===== src/rtl/capture_pkg.sv =====
// Shared types and constants for the capture FIFO readout path.
// The state enum is also meant for the capture controller.
package capture_pkg;

  localparam int CSUM_W = 8;
  localparam int CNT_W  = 16;

  localparam logic [7:0] HDR_BYTE0 = 8'hAA;
  localparam logic [7:0] HDR_BYTE1 = 8'h55;

  typedef enum logic [3:0] {
    ST_IDLE,
    ST_HDR0,
    ST_HDR1,
    ST_LEN_H,
    ST_LEN_L,
    ST_FETCH,
    ST_LATCH,
    ST_SEND,
    ST_CSUM,
    ST_DONE
  } state_t;

endpackage


===== src/rtl/rise_edge.sv =====
// Rising-edge detector: one register of delay plus AND-NOT.
// RST_VAL=1 makes a level that is already high at reset release look old.
module rise_edge #(
  parameter bit RST_VAL = 1'b0
) (
  input  logic i_clk,
  input  logic i_rst_n,
  input  logic i_sig,
  output logic o_rise
);

  logic r_dly;

  always_ff @(posedge i_clk or negedge i_rst_n) begin
    if (!i_rst_n) begin
      r_dly <= RST_VAL;
    end else begin
      r_dly <= i_sig;
    end
  end

  assign o_rise = i_sig & ~r_dly;

endmodule


===== src/rtl/capture_readout.sv =====
// Drains one completed capture from the sample FIFO and sends it as a framed
// packet: two header bytes, 16-bit sample count, samples, 8-bit sum of samples.
module capture_readout
  import capture_pkg::*;
#(
  parameter int unsigned FRAME_LEN = 1024,
  parameter logic [7:0]  HDR0      = HDR_BYTE0,
  parameter logic [7:0]  HDR1      = HDR_BYTE1
) (
  input  logic       i_clk,
  input  logic       i_rst_n,
  input  logic [7:0] i_fifo_dout,
  input  logic       i_fifo_empty,
  input  logic       i_fifo_full,
  output logic       o_fifo_rd_en,
  output logic [7:0] o_tx_data,
  output logic       o_tx_valid,
  input  logic       i_tx_ready,
  output logic       o_busy,
  output logic       o_frame_done
);

  localparam logic [CNT_W-1:0] FRAME_LEN_W = CNT_W'(FRAME_LEN);

  state_t             r_state;
  logic [CNT_W-1:0]   r_sample_cnt;
  logic [CSUM_W-1:0]  r_csum;
  logic [7:0]         r_tx_data;
  logic               r_tx_valid;
  logic               r_busy;
  logic               r_frame_done;

  logic w_full_rise;
  logic w_accept;
  logic w_rd_en;
  logic w_last;

  rise_edge #(
    .RST_VAL (1'b1)
  ) u_full_rise (
    .i_clk   (i_clk),
    .i_rst_n (i_rst_n),
    .i_sig   (i_fifo_full),
    .o_rise  (w_full_rise)
  );

  assign w_accept = r_tx_valid & i_tx_ready;
  // Read strobe comes straight from FETCH so the data lands during LATCH.
  assign w_rd_en  = (r_state == ST_FETCH) & ~i_fifo_empty;
  assign w_last   = (r_sample_cnt == FRAME_LEN_W);

  always_ff @(posedge i_clk or negedge i_rst_n) begin
    if (!i_rst_n) begin
      r_state      <= ST_IDLE;
      r_sample_cnt <= '0;
      r_csum       <= '0;
      r_tx_data    <= '0;
      r_tx_valid   <= 1'b0;
      r_busy       <= 1'b0;
      r_frame_done <= 1'b0;
    end else begin
      r_frame_done <= 1'b0;
      case (r_state)
        ST_IDLE: begin
          if (w_full_rise) begin
            r_state    <= ST_HDR0;
            r_tx_data  <= HDR0;
            r_tx_valid <= 1'b1;
            r_busy     <= 1'b1;
          end
        end
        ST_HDR0: begin
          if (w_accept) begin
            r_state   <= ST_HDR1;
            r_tx_data <= HDR1;
          end
        end
        ST_HDR1: begin
          if (w_accept) begin
            r_state   <= ST_LEN_H;
            r_tx_data <= FRAME_LEN_W[15:8];
          end
        end
        ST_LEN_H: begin
          if (w_accept) begin
            r_state   <= ST_LEN_L;
            r_tx_data <= FRAME_LEN_W[7:0];
          end
        end
        ST_LEN_L: begin
          if (w_accept) begin
            r_state    <= ST_FETCH;
            r_tx_valid <= 1'b0;
          end
        end
        ST_FETCH: begin
          if (!i_fifo_empty) begin
            r_state <= ST_LATCH;
          end
        end
        ST_LATCH: begin
          r_state      <= ST_SEND;
          r_tx_data    <= i_fifo_dout;
          r_tx_valid   <= 1'b1;
          r_csum       <= r_csum + i_fifo_dout;
          r_sample_cnt <= r_sample_cnt + CNT_W'(1);
        end
        ST_SEND: begin
          if (w_accept) begin
            if (w_last) begin
              r_state   <= ST_CSUM;
              r_tx_data <= r_csum;
            end else begin
              r_state    <= ST_FETCH;
              r_tx_valid <= 1'b0;
            end
          end
        end
        ST_CSUM: begin
          if (w_accept) begin
            r_state      <= ST_DONE;
            r_tx_valid   <= 1'b0;
            r_frame_done <= 1'b1;
          end
        end
        ST_DONE: begin
          r_state      <= ST_IDLE;
          r_sample_cnt <= '0;
          r_csum       <= '0;
          r_busy       <= 1'b0;
        end
        default: begin
          r_state <= ST_IDLE;
        end
      endcase
    end
  end

  assign o_fifo_rd_en = w_rd_en;
  assign o_tx_data    = r_tx_data;
  assign o_tx_valid   = r_tx_valid;
  assign o_busy       = r_busy;
  assign o_frame_done = r_frame_done;

endmodule


===== config.mk =====
export PLATFORM = sky130hd
export DESIGN_NAME = capture_readout
export DESIGN_NICKNAME = d
export VERILOG_FILES = /design/src/rtl/capture_pkg.sv /design/src/rtl/rise_edge.sv /design/src/rtl/capture_readout.sv
export SDC_FILE = /design/constraint.sdc
export NUM_CORES = 1
export LEC_CHECK = 0
export BUFFER_PORTS_ARGS = -buffer_cell sky130_fd_sc_hd__buf_2
export CAP_MARGIN = 0
export CORE_AREA = 5 5 76 78
export DETAILED_ROUTE_END_ITERATION = 10
export DIE_AREA = 0 0 81 83
export PLACE_DENSITY_LB_ADDON = 0.08
export SLEW_MARGIN = 20
export SYNTH_ARGS = -nofsm -noshare
export SYNTH_HDL_FRONTEND = slang
export SYNTH_HIERARCHICAL = 1
export SYNTH_SLANG_ARGS = --single-unit

===== constraint.sdc =====
create_clock -name i_clk -period 4.1 [get_ports i_clk]
set_input_delay 0.205 -clock i_clk [delete_from_list [all_inputs] [get_ports i_clk]]
set_output_delay 0.205 -clock i_clk [all_outputs]
set_load 0.02 [all_outputs]

==> impl_metrics.tcl, run 1 <==
set metrics [dict create \
    vias 2052 \
    clock_sinks 40 \
    switchingPower_w 0.0006147 \
    grt_pass1_vias 1836 \
    routed_wl_um 5343 \
    worst_ir_drop_vdd_uv 227.2 \
    drtPass1Iterations 4 \
    num_io_pins 25 \
    synth-async-reset-ratio_pct 100.0 \
    swShare_pct 39.91 \
    route.detailed.drc 0 \
    worstSetupPathType "flop to flop" \
    ys_ff_latch 40 \
    ys.flop_type "dfrtp_1" \
    viasPerCell 5.457 \
    hold_class "primary input to async pin" \
    n_antenna_cell 0 \
    root_buffer "clkbuf_8" \
    finalSetupViolCount 0 \
    synth_edf_count 0 \
    first_iter_violations 148 \
    fmax_mhz 427.4 \
    rsz0062_at_grt "false" \
    worst_pin_slew_ns 0.8791 \
    slowest_stage "dfrtp_1" \
    min_period_ns 2.340 \
    p_leak_nw 1.268 \
    ant_nets 0 \
    grt_start_max_net_pins 41 \
    maxCapViolations 0 \
    start_util_pct 50.80 \
    multiInputGateArea_sq_um 1431 \
    yosysUniqueCellTypes 53 \
    die_y_um 83 \
    die_w_um 81 \
    path_max_fanout 30 \
    dp_hpwl_um 3793 \
    num_rows 26 \
    worstSetupStartpointType "flop" \
    insertion_delay_ns 0.28 \
    finish.utilization_pct 56.07 \
    nets 328 \
    num-fill-cells 485 \
    yosys_warnings 6 \
    track_usage_pct 16.96 \
    core_area_sq_um 5010 \
    critical_path.cell_chain "nor4bb_2 -> nand2_1 -> nor2_1 -> a2111oi_0 -> a22oi_1" \
    avgRoutedWirePerCell_um 14.21 \
    rrSetupSlack_ns 1.76 \
    grt_pass1_wl_um 9025 \
    required_ns 4.29 \
    cts_hold_buf 0 \
    final_cells 376 \
    crit_arrival_ns 2.53 \
    antenna_found_initial 0 \
    place_inst 367 \
    netlist_area_sq_um 2545 \
    critPathMaxStageDelay_ns 0.89 \
    synthCells 286 \
    pwr-share-clk_pct 17.3 \
    finalSetupTns_ns 0 \
    die-area_sq_um 6723 \
    skew_ns 0.006820 \
    io_buffer_count 24 \
    final.period_utilization_pct 57.07 \
    postCtsResizedCells 0 \
    final_layout_size_suffix_gt1_share_pct 16.01 \
    finalHoldViolCount 0 \
    slew_violations 0 \
    cpLargestDelayFamily "simple AND/OR/NAND/NOR gates" \
    power.internal_w 0.0009253 \
    pwr-share-seq_pct 39.3 \
    gp_congestion 0.8700 \
    placedInstanceArea_sq_um 2703 \
    p_comb_share_pct 43.3 \
    syn_nets 309 \
    powerDensity_nw_per_um2 548.3 \
    cts_buffers 5 \
    grt_overflow_total 0 \
    path_buf_inv 0 \
    slew_headroom_pct 41.40 \
    htreeDepth 2 \
    post_cts_buffers 0 \
    clkSlewWorstSetupHoldPaths_ns 0.08 \
    run_status "finished, final reports clean" \
    clock_path_buffers 2 \
    fin_area_sq_um 2809 \
    tritoncts "done" \
    crit_path_end_kind "flop" \
    syn_area_per_cell_sq_um 8.898 \
    seqCellArea_sq_um 1002 \
    syn_to_final_growth_pct 10.37 \
    synth-seq-area-share_pct 39.38 \
]
[cells in the final DEF, fill, tap and decap left out, types with 3 or more instances in the layout]
| master | synthesis | routed |
|---|---|---|
| clkbuf_8 | 0 | 6 |
| mux2_2 | 7 | 7 |
| nor2_1 | 30 | 30 |
| buf_2 | 7 | 24 |
| a22oi_1 | 5 | 5 |
| o21a_1 | 3 | 3 |
| o21ai_0 | 23 | 23 |
| o31ai_1 | 3 | 3 |
| and2_1 | 4 | 4 |
| nor4b_1 | 3 | 3 |
| inv_1 | 14 | 14 |
| and4_1 | 4 | 4 |
| nand2_1 | 24 | 24 |
| nand4_1 | 4 | 4 |
| xnor2_1 | 3 | 3 |
| dfrtp_1 | 39 | 39 |
| or2_2 | 3 | 3 |
| xor2_1 | 12 | 12 |
| a31oi_1 | 5 | 5 |
| mux2i_1 | 5 | 5 |
| nand3_1 | 15 | 15 |
| nor3_1 | 8 | 8 |
| a21oi_1 | 9 | 9 |
| ha_1 | 9 | 9 |
| a211oi_1 | 6 | 6 |
[cell usage after synthesis, types with 5 or more instances]
library cell / instances / share of area (%)
dfrtp_1: 39 / 38
nor2_1: 30 / 4.4
nand2_1: 24 / 3.5
o21ai_0: 23 / 4.5
nand3_1: 15 / 2.9
inv_1: 14 / 2.1
xor2_1: 12 / 4.1
a21oi_1: 9 / 1.8
ha_1: 9 / 4.4
nor3_1: 8 / 1.6
buf_2: 7 / 1.4
mux2_2: 7 / 3.1
a211oi_1: 6 / 1.8
clkbuf_1: 6 / 0.88
a22oi_1: 5 / 1.5
a31oi_1: 5 / 1.2
mux2i_1: 5 / 2.0
[power by group through the flow]
stage | Sequential (W) | Clock, W | Combinational (W)
3_3_place_gp | 0.000613 | 0 | 0.000658
5_1_grt | 0.000624 | 0.000300 | 0.000755
6_report | 0.000606 | 0.000267 | 0.000668
3_5_place_dp | 0.000612 | 0 | 0.000665
2_1_floorplan | 0.000614 | 0 | 0.000496
4_1_cts | 0.000605 | 0.000282 | 0.000671
[metrics by stage]
stage | setup slack [ns] | power [W] | hold WS, ns
6_report | 1.760 | 0.001540 | 0.03475
5_1_grt | 1.481 | 0.001678 | 0.1085
4_1_cts | 1.545 | 0.001558 | 0.01101
3_5_place_dp | 1.642 | 0.001278 | 0.3260
3_3_place_gp | 1.646 | 0.001271 | 0.3231
2_1_floorplan | 2.183 | 0.001109 | -0.09059
[final timing paths]
path,start,to,cells after the start
setup / recovery,r_state[2],r_csum[7],5
hold / removal,i_rst_n,o_frame_done,1
setup reg to reg,r_state[2],r_csum[7],5
hold reg to reg,o_tx_data[0],o_tx_data[0],1
max in group asynchronous,i_rst_n,r_sample_cnt[7],1
min in group i_clk,i_fifo_dout[0],r_csum[0],4
[routing by layer]
metal  track usage (%)  vias up  wire (um)
li1                  -     1064          -
met1             25.27      923       2588
met2             24.65       60       2389
met3             4.221        5        317
met4             3.687        0         48
met5                 0        -          0
[sequential cells by signal (all words and copies together), names as in the netlist]
name               flops
o_tx_valid             1
r_state                4
o_tx_data              8
o_frame_done           1
r_sample_cnt          16
u_full_rise/r_dly      1
r_csum                 8
o_busy                 1
[cells by family (layout without fill, tap and decap cells)]
kind of cell / count (synthesis) / count (layout) / share of synthesized area (%)
muxes: 12 / 12 / 5.064
xor gates and xnor gates: 15 / 15 / 5.162
adders and majority gates: 11 / 11 / 5.605
AOI/OAI and AO/OA: 67 / 67 / 16.86
DFF: 40 / 40 / 39.38
buffers and inverters: 29 / 49 / 4.621
and+or+nand+nor: 112 / 112 / 23.30
[layout make-up]
cell class / count / area share (%)
clock buffer: 8 / 3.207
tap: 70 / 3.118
sequential: 40 / 35.68
inverter: 14 / 1.871
timing repair buffer: 27 / 5.167
multi-input combinational: 217 / 50.96
(Power assumes the default switching activity.)
==> run 2, diff against run 1 <==
==> constraint.sdc (replaced) <==
create_clock -name i_clk -period 1.9 [get_ports i_clk]
set_input_delay 0.095 -clock i_clk [delete_from_list [all_inputs] [get_ports i_clk]]
set_output_delay 0.095 -clock i_clk [all_outputs]
set_load 0.02 [all_outputs]
==> impl_metrics.tcl, run 2 (synthesized netlist as in run 1, its figures left out) <==
set metrics [dict create \
    finalSetupViolCount 0 \
    routed_wl_um 5752 \
    root_buffer "clkbuf_8" \
    finalHoldViolCount 0 \
    run_status "finished, final reports clean" \
    track_usage_pct 18.52 \
    ant_nets 0 \
    crit_path_end_kind "flop" \
    crit_arrival_ns 1.99 \
    htreeDepth 2 \
    start_util_pct 50.80 \
    largest_register "r_sample_cnt" \
    required_ns 2.08 \
    clock_sinks 40 \
    maxCapViolations 0 \
    grt_overflow_total 0 \
    layout_commonest_cell "dfrtp_1" \
    p_leak_nw 1.441 \
    worstSetupStartpointType "flop" \
    final.period_utilization_pct 95.37 \
    dp_hpwl_um 4350 \
    num_io_pins 25 \
    largest_reg_flops 16 \
    finalSetupTns_ns 0 \
    die_y_um 83 \
    worstSetupPathType "flop to flop" \
    num-fill-cells 459 \
    die-area_sq_um 6723 \
    tritoncts "done" \
    cts_buffers 5 \
    placedInstanceArea_sq_um 2934 \
    min_period_ns 1.812 \
    worst_pin_slew_ns 0.3530 \
    grt_pass1_wl_um 9860 \
    dpl_worst_slack_ns -0.07741 \
    fin_area_sq_um 3107 \
    antenna_found_initial 0 \
    fmax_mhz 551.9 \
    first_iter_violations 109 \
    syn_to_final_growth_pct 22.07 \
    viasPerCell 5.452 \
    path_max_fanout 5 \
    gp_congestion 0.8574 \
    grt_pass1_vias 2107 \
    insertion_delay_ns 0.30 \
    io_buffer_count 24 \
    whs_ns 0.1794 \
    route.detailed.drc 0 \
    worst_ir_drop_vdd_uv 643.3 \
    rrSetupSlack_ns 0.09 \
    clock_path_buffers 2 \
    core_area_sq_um 5010 \
    n_antenna_cell 0 \
    powerDensity_nw_per_um2 1151 \
    grt_start_max_net_pins 28 \
    avgRoutedWirePerCell_um 14.20 \
    vias 2208 \
    layout_common_cells "37 x dfrtp_1, 29 x nor2_1, 27 x buf_4" \
    skew_ns 0.01002 \
    final_layout_size_suffix_gt1_share_pct 26.57 \
    nets 357 \
    worst_slack_ns 0.08805 \
    slew_violations 0 \
    slew_headroom_pct 75.86 \
    drtPass1Iterations 4 \
    clkSlewWorstSetupHoldPaths_ns 0.07 \
    die_w_um 81 \
    hold_class "primary input to flop" \
    num_rows 26 \
]
==> run 2: critical path, stage by stage (launching register included) <==
cell and delay [ns]:
dfrtp_1 0.38, inv_1 0.06, ha_1 0.13, nor4b_4 0.18, and4_4 0.27, nor2_2 0.06, nor3_4 0.16, buf_6 0.15
mux2_4 0.29
==> run 2: worst paths after layout <==
path,start,endpoint,cells after the start
setup reg to reg,r_sample_cnt[0],o_tx_data[6],8
max in group asynchronous,i_rst_n,u_full_rise/r_dly,3
hold / removal,i_fifo_dout[0],r_csum[0],4
hold reg to reg,o_busy,o_busy,2
setup / recovery,r_sample_cnt[0],o_tx_data[6],8
min in group asynchronous,i_rst_n,r_sample_cnt[7],2
==> run 2: area by class of cell <==
| cell class | instances | area [sq um] | area share, % |
|---|---|---|---|
| clock buffer | 8 | 90.09 | 2.900 |
| inverter | 14 | 52.55 | 1.692 |
| multi-input combinational | 217 | 1486 | 47.85 |
| sequential | 40 | 1005 | 32.34 |
| tap | 70 | 87.58 | 2.819 |
| timing repair buffer | 56 | 385.4 | 12.40 |
==> run 2: through the flow <==
step | instances | util (%) | power (W)
2_1_floorplan | 286 | - | 0.002436
3_3_place_gp | 393 | 58.57 | 0.002892
3_5_place_dp | 393 | 58.57 | 0.002930
4_1_cts | 404 | 61.16 | 0.003533
5_1_grt | 405 | 62.01 | 0.003870
6_report | 405 | 62.01 | 0.003575
==> run 2: per-layer routing <==
layer / wire length [um] / up-vias / GRT usage, % / part of all wire (%)
met5: 0 / - / 0 / 0
met4: 95 / 0 / 7.373 / 1.7
met3: 222 / 7 / 3.463 / 3.9
met2: 2649 / 37 / 28.68 / 46
met1: 2784 / 1049 / 25.22 / 48
li1: - / 1115 / - / -
==> run 2: what timing repair did <==
action,4_1_cts,5_1_grt
pin swaps,1,2
endpoints found under the hold margin,14,0
setup endpoints to repair,8,19
gates resized for setup,3,11
buffers inserted,1,1
hold buffers,2,0
==> run 2: power breakdown <==
group / switching, W / internal [W]
clock network: 0.000288 / 0.000296
logic: 0.000926 / 0.000803
registers: 0.000187 / 0.00108
==> run 3, diff against run 2 <==
--- a/config.mk
+++ b/config.mk
@@ -7,9 +7,11 @@
 export LEC_CHECK = 0
 export BUFFER_PORTS_ARGS = -buffer_cell sky130_fd_sc_hd__buf_2
 export CAP_MARGIN = 0
-export CORE_AREA = 5 5 76 78
+export CELL_PAD_IN_SITES_DETAIL_PLACEMENT = 0
+export CELL_PAD_IN_SITES_GLOBAL_PLACEMENT = 2
+export CORE_AREA = 5 5 94 96
 export DETAILED_ROUTE_END_ITERATION = 10
-export DIE_AREA = 0 0 81 83
+export DIE_AREA = 0 0 99 101
 export PLACE_DENSITY_LB_ADDON = 0.08
 export SLEW_MARGIN = 20
 export SYNTH_ARGS = -nofsm -noshare
==> impl_metrics.tcl, run 3 (synthesized netlist as in run 1, its figures left out) <==
set metrics [dict create \
    htreeDepth 2 \
    gp_congestion 0.7795 \
    largest_register "r_sample_cnt" \
    skew_ns 0.005759 \
    worst_ir_drop_vdd_uv 280.2 \
    wl_met2_um 3021 \
    dpl_worst_slack_ns -0.06773 \
    insertion_delay_ns 0.30 \
    cpLargestDelayFamily "simple AND/OR/NAND/NOR gates" \
    min_period_ns 1.804 \
    grt_pass1_wl_um 10750 \
    n_antenna_cell 0 \
    track_usage_pct 13.38 \
    fmax_mhz 554.3 \
    crit_arrival_ns 1.99 \
    critPathMaxStageDelay_ns 0.40 \
    worst_slack_ns 0.09588 \
    wl_met3_um 188 \
    cts_buffers 5 \
    worst_pin_slew_ns 0.5202 \
    grt_overflow_total 0 \
    required_ns 2.09 \
    grt_pass1_vias 2139 \
    syn_to_final_growth_pct 29.11 \
    route.detailed.drc 0 \
    r2r_start "r_sample_cnt[1]" \
    slew_violations 0 \
    seqCellArea_sq_um 1002 \
    first_iter_violations 65 \
    finalSetupViolCount 0 \
    worstSetupPathType "flop to flop" \
    min_path_cells 4 \
    clkSlewWorstSetupHoldPaths_ns 0.08 \
    critical_path.cell_chain "inv_2 -> ha_4 -> nor4b_4 -> and4_4 -> nor2_4 -> nor3_4 -> buf_6 -> mux2_4" \
    core_area_sq_um 7969 \
    antenna_found_initial 0 \
    path_buf_inv 2 \
    io_buffer_count 24 \
    root_buffer "clkbuf_8" \
    top_layer_used "met4" \
    worstSetupStartpointType "flop" \
    slowest_stage "dfrtp_1" \
    whs_ns 0.1730 \
    run_status "finished, final reports clean" \
    layout_commonest_cell "dfrtp_1" \
    hold_class "primary input to flop" \
    dp_hpwl_um 4848 \
    routed_wl_um 6484 \
    path_max_fanout 5 \
    die_y_um 101 \
    die-area_sq_um 9999 \
    clock_path_buffers 2 \
    largest_reg_flops 16 \
    grt_start_max_net_pins 41 \
    avgRoutedWirePerCell_um 14.41 \
    maxCapViolations 0 \
    die_w_um 99 \
    min_from "i_fifo_dout[0]" \
    met1_length_um 3233 \
    drtPass1Iterations 4 \
    r2r-end "o_tx_data[6]" \
    num-fill-cells 829 \
    tritoncts "done" \
    slew_headroom_pct 65.32 \
    start_util_pct 31.94 \
    num_io_pins 25 \
    ant_nets 0 \
    whs_endpoint "r_csum[0]" \
    layout_common_cells "39 x dfrtp_1, 35 x buf_4, 29 x nor2_1" \
    p_total_w 0.003770 \
    p_leak_nw 1.507 \
    num_rows 33 \
    r2r_cells 8 \
    final_layout_size_suffix_gt1_share_pct 29.57 \
    powerDensity_nw_per_um2 1147 \
    viasPerCell 4.942 \
    clock_sinks 40 \
    finalHoldViolCount 0 \
    crit_path_end_kind "flop" \
    multiInputGateArea_sq_um 1530 \
    nets 367 \
    vias 2224 \
    final.period_utilization_pct 94.95 \
    rrSetupSlack_ns 0.1 \
]
[run 3: routing by layer]
| layer | up-vias | GRT usage [%] |
|---|---|---|
| met5 | - | 0 |
| met4 | 0 | 3.466 |
| met3 | 4 | 2.630 |
| met2 | 28 | 21.64 |
| met1 | 1057 | 18.31 |
| li1 | 1135 | - |
[run 3: where the power goes]
group          leakage, nW  switching [W]  internal [W]
clock network       0.0510       0.000312      0.000290
registers            0.502       0.000180       0.00107
logic                0.954       0.000994      0.000921
[run 3: through the flow]
stage	util [%]	cells	cell area [sq um]	setup TNS (ns)
finish	41.23	450	3286	0
global placement	38.19	435	3043	-0.009070
detailed placement	38.19	435	3043	-0.4012
floorplan	-	286	2569	-0.06472
global route	41.23	450	3286	-0.006785
CTS	39.69	446	3163	0
[run 3: cell type report]
class                           instances  share of cell area, %
Clock buffer                            6                  2.513
Clock inverter                          2                 0.3046
Inverter                               14                  1.599
Multi-Input combinational cell        217                  46.57
Sequential cell                        40                  30.50
Tap cell                              105                  3.998
Timing Repair Buffer                   66                  14.51
[run 3: worst register-to-register path, stage by stage (launching register included)]
cell	delay (ns)
dfrtp_1	0.40
inv_2	0.08
ha_4	0.12
nor4b_4	0.16
and4_4	0.29
nor2_4	0.05
nor3_4	0.16
buf_6	0.15
mux2_4	0.29
[run 3: worst max-delay path by stage]
stage / startpoint / endpoint / slack, ns / depth (start not counted)
floorplan: r_sample_cnt[0] / o_tx_data[0] / -0.02 / 7
global placement: r_csum[0] / r_csum[6] / -0.009 / 8
detailed placement: r_sample_cnt[1] / o_tx_data[1] / -0.07 / 8
CTS: r_sample_cnt[1] / o_tx_data[1] / 0.02 / 9
global route: r_csum[0] / r_csum[6] / -0.007 / 8
finish: r_sample_cnt[1] / o_tx_data[6] / 0.1 / 8
[run 3: what timing repair did]
item                                   in CTS  in global routing
resized for setup                           0                 21
hold buffers                                2                  0
setup buffers                               1                  4
pin swaps                                   1                  3
setup endpoints to repair                   8                 11
endpoints found under the hold margin      40                  0
